### config.mk
export PLATFORM = sky130hd
export DESIGN_NAME = demux8_4b_reg
export DESIGN_NICKNAME = d
export VERILOG_FILES = /design/src/rtl/demux8_4b_reg.sv
export SDC_FILE = /design/constraint.sdc
export NUM_CORES = 1
export LEC_CHECK = 0
export ABC_AREA = 1
export ABC_CLOCK_PERIOD_IN_PS = 1800
export CAP_MARGIN = 10
export CORE_ASPECT_RATIO = 1.2
export CORE_MARGIN = 2
export CORE_UTILIZATION = 46
export CTS_CLUSTER_SIZE = 25
export DETAILED_ROUTE_END_ITERATION = 12
export GPL_TIMING_DRIVEN = 1
export PLACE_DENSITY = 0.77
export SYNTH_ARGS = -nofsm -noshare
export SYNTH_HDL_FRONTEND = slang
export SYNTH_SLANG_ARGS = --single-unit
### constraint.sdc
create_clock -name clk -period 1.8 [get_ports clk]
set_clock_uncertainty 0.05 [all_clocks]
set_input_delay 0.36 -clock clk [delete_from_list [all_inputs] [get_ports clk]]
set_output_delay 0.36 -clock clk [all_outputs]
set_load 0.005 [all_outputs]
### src/rtl/demux8_4b_reg.sv
// Registered 1-to-8 demultiplexer for W-bit words: addressed or auto-pointer writes
// into eight slots, each with a valid flag, plus wrap-around pointer and sticky overflow.
module demux8_4b_reg #(
    parameter int W = 4
) (
    input  logic         clk,
    input  logic         reset,
    input  logic         s2,
    input  logic         s1,
    input  logic         s0,
    input  logic [W-1:0] D,
    input  logic         we,
    input  logic         auto,
    input  logic         clr,
    output logic [W-1:0] Q0,
    output logic [W-1:0] Q1,
    output logic [W-1:0] Q2,
    output logic [W-1:0] Q3,
    output logic [W-1:0] Q4,
    output logic [W-1:0] Q5,
    output logic [W-1:0] Q6,
    output logic [W-1:0] Q7,
    output logic [7:0]   V,
    output logic [2:0]   ptr,
    output logic         full,
    output logic         ovf
);

    logic [W-1:0] q [8];
    logic [2:0]   dest;
    logic         reject;
    logic         accept;
    logic [7:0]   wr_en;

    // Address pins are ignored entirely in auto mode, so X on them cannot leak in.
    assign dest   = auto ? ptr : {s2, s1, s0};
    assign reject = auto && V[ptr];
    assign accept = we && !clr && !reject;

    always_comb begin
        wr_en = '0;
        for (int unsigned i = 0; i < 8; i++) begin
            wr_en[i] = accept && (dest == 3'(i));
        end
    end

    always_ff @(posedge clk) begin
        if (reset) begin
            for (int unsigned i = 0; i < 8; i++) begin
                q[i] <= '0;
            end
            V   <= '0;
            ptr <= '0;
            ovf <= 1'b0;
        end else if (clr) begin
            V   <= '0;
            ptr <= '0;
            ovf <= 1'b0;
        end else if (we) begin
            if (reject) begin
                ovf <= 1'b1;
            end else begin
                for (int unsigned i = 0; i < 8; i++) begin
                    if (wr_en[i]) begin
                        q[i] <= D;
                        V[i] <= 1'b1;
                    end
                end
                if (auto) begin
                    ptr <= ptr + 3'd1;
                end
            end
        end
    end

    assign full = &V;

    assign Q0 = q[0];
    assign Q1 = q[1];
    assign Q2 = q[2];
    assign Q3 = q[3];
    assign Q4 = q[4];
    assign Q5 = q[5];
    assign Q6 = q[6];
    assign Q7 = q[7];

endmodule

==> impl_metrics.yaml <==
sta:
  setup_ws_ns: 0.07656
  fmax_ghz: 0.5802
  max_slew_margin: 0.7332
  rsz0062_at_grt: "yes"
  slew_violations: 0
  finalCriticalPeriod_ns: 1.723
  finalSetupTns_ns: 0
  hold_violations: 0
  setup_viol: 0
  tightest_slew_ns: 0.3998
  fin_crit_sh: 0.9575
  worst_hold_slack_ns: 0.4306
cells_and_area:
  drive_above_1_share: 0.2167
  finalNetCount: 275
  final_common_cell: "clkdlybuf4s50_1"
  final_cell_mix: "clkdlybuf4s50_1, nor2_1, nand2_1, edfxtp_1, buf_4"
  antenna_cells: 0
  fill_cells: 304
  area_delta_synth_final_pct: 50.10
clock_network:
  cts_tree: "yes"
  clock_latency_ns: 0.30
  cts-buffers-inserted: 5
  clk_pin_slew_ns: 0.09
  clk_path_buf_depth: 2
  htreeDepth: 2
  cts-root-buf: "clkbuf_8"
  cts.sinks: 44
detailed_routing:
  drc: 0
  vias: 1503
  drt_iter0_drc: 57
  vias_per_cell: 4.741
  met2WireLength_mm: 2.043
  drt-met1-wl_mm: 1.683
  ant_nets: 0
  maxUsedRoutingLayer: "met4"
  drt-total-wl_mm: 4.081
  wire_per_inst_um: 12.87
  met3_wirelength_um: 267
  drt_first_pass_iters: 4
grt:
  overflow: 0
  grt_use_total: 0.1973
  antenna_found_initial: 0
  grt_pass1_wl_mm: 6.492
  grt_max_degree: 16
  grt_pass1_vias: 1470
worst_setup_path:
  max_stage_delay_ns: 0.49
  critPathMaxFanout: 6
  worst_setup_path_start_kind: "flop"
  rr_endpoint: "q[0][10]$_SDFFCE_PN0P_"
  cp.required_ns: 1.39
  worstPathCellList: "buf_4 -> clkdlybuf4s50_1"
  slowest_stage: "clkdlybuf4s50_1"
  reg2reg_slack_ns: 0.10
  worstSetupPathType: "flop to primary output"
  cp_data_arrival_time_ns: 1.31
  r2r_start: "ptr[0]$_SDFFE_PP0P_"
  cp-end-kind: "primary output"
  worst-r2r-cell-count: 9
synthesis:
  syn_inst: 178
  netlist_area_um2: 1843
  seq_area_frac_synth: 0.6517
  yosys_warnings: 0
  synth_cell_types: 20
  synthesis.nets: 191
  syn_avg_cell_area_um2: 10.35
  synth_seq_cells: 44
floorplan:
  coreArea_um2: 3879
  initial_core_util: 0.4752
  rows: 25
  pin_count: 57
  dieArea_um2: 4531
  die_h_um: 73.34
  die_w_um: 61.78
pwr:
  vdd_drop_max_v: 0.0004511
  leakage_nw: 1.118
  powerDensity_nw_per_um2: 769.9
job:
  drv_cap: 0
worst_hold_path:
  hold_path_class: "flop to flop"
  worstHoldEndpoint: "V[3]$_SDFFE_PP0P_"
  min-delay-start: "V[3]$_SDFFE_PP0P_"
  hold_path_depth: 2
placement:
  portBuffers: 56
  globalplace.congestion: 0.8201
  dp_slack_ns: -0.3558
  dp_hpwl_mm: 3.160
status:
  status: "finished clean"
==> state kept, by name, summed over array words and instances (netlist names) <==
name and flops:
V 8, ovf 1, ptr 3, q 32
==> timing repair <==
item                                    CTS  global route
cloned                                    0             0
endpoints found under the setup margin   43            17
buffers inserted                          0             0
gates resized for setup                  12             3
hold buffers                              0             0
==> routing by layer <==
metal | global-route usage | vias up
met5 | 0 | -
met4 | 0.07329 | 0
met3 | 0.03873 | 8
met2 | 0.3497 | 69
met1 | 0.2292 | 681
li1 | - | 745
==> stage by stage <==
stage | std cells | total power, mW | utilization | cell area, um2
floorplan | 178 | 1.245 | - | 1843
global placement | 309 | 1.383 | 0.6784 | 2631
detailed placement | 309 | 1.389 | 0.6784 | 2631
CTS | 317 | 2.135 | 0.7116 | 2760
global route | 317 | 2.197 | 0.7132 | 2766
finish | 317 | 2.130 | 0.7132 | 2766
==> cell families (layout without fill, tap and decap cells) <==
family                     count (synthesis)  count (layout)  share of synthesized area
AOI/OAI and AO/OA                         14              14                    0.04616
buffers and inverters                     27             112                    0.06177
xor gates and xnor gates                   1               1                   0.004753
and+or+nand+nor                           91              91                     0.2288
adders and majority gates                  1               1                   0.006788
DFF                                       44              44                     0.6517
==> critical path, delay by kind of cell (launching register included) <==
kind | cells | cell delay [ns]
flip-flops | 1 | 0.40
buffers and inverters | 2 | 0.62
==> cell usage after synthesis <==
| master | count | area share |
|---|---|---|
| nor2_1 | 36 | 0.073 |
| nand2_1 | 34 | 0.069 |
| edfxtp_1 | 32 | 0.52 |
| inv_1 | 22 | 0.045 |
| dfxtp_1 | 12 | 0.13 |
| nand3_1 | 9 | 0.024 |
| a21oi_1 | 8 | 0.022 |
| nand3_2 | 6 | 0.033 |
| a21oi_2 | 4 | 0.019 |
| nand4_1 | 3 | 0.010 |
| clkbuf_1 | 2 | 0.0041 |
| o21ai_0 | 2 | 0.0054 |
| buf_2 | 1 | 0.0027 |
| buf_8 | 1 | 0.0081 |
| ha_1 | 1 | 0.0068 |
| inv_2 | 1 | 0.0020 |
| nand2_2 | 1 | 0.0034 |
| nand3_4 | 1 | 0.0095 |
| nor2_4 | 1 | 0.0061 |
| xor2_1 | 1 | 0.0048 |
==> worst max-delay path by stage <==
stage / startpoint / to / slack (ns) / cells past startpoint
2_1_floorplan: ptr[0]$_SDFFE_PP0P_ / q[0][10]$_SDFFCE_PN0P_ / 0.14 / 9
6_report: ptr[0]$_SDFFE_PP0P_ / ptr[0] / 0.08 / 2
5_1_grt: ptr[0]$_SDFFE_PP0P_ / q[0][8]$_SDFFCE_PN0P_ / -0.01 / 9
4_1_cts: ptr[1]$_SDFFE_PP0P_ / ptr[1] / 0.06 / 2
3_5_place_dp: auto / q[1][4]$_SDFFCE_PN0P_ / -0.36 / 6
3_3_place_gp: auto / q[1][4]$_SDFFCE_PN0P_ / -0.32 / 7
==> cell type report <==
class                           instances  area, um2  share of cell area
Timing Repair Buffer                   81      745.7              0.2696
Clock inverter                          3      46.29             0.01673
Inverter                               23      86.33             0.03121
Multi-Input combinational cell        107      533.0              0.1927
Sequential cell                        44       1219              0.4405
Tap cell                               54      67.56             0.02442
Clock buffer                            5      68.82             0.02488
==> report_power, final <==
group	switching, mW	internal [mW]	total, mW	leakage [nW]
Clock	0.351	0.418	0.769	0.0548
Combinational	0.107	0.122	0.229	0.630
Sequential	0.0127	1.12	1.13	0.433
(Power assumes the default switching activity.)
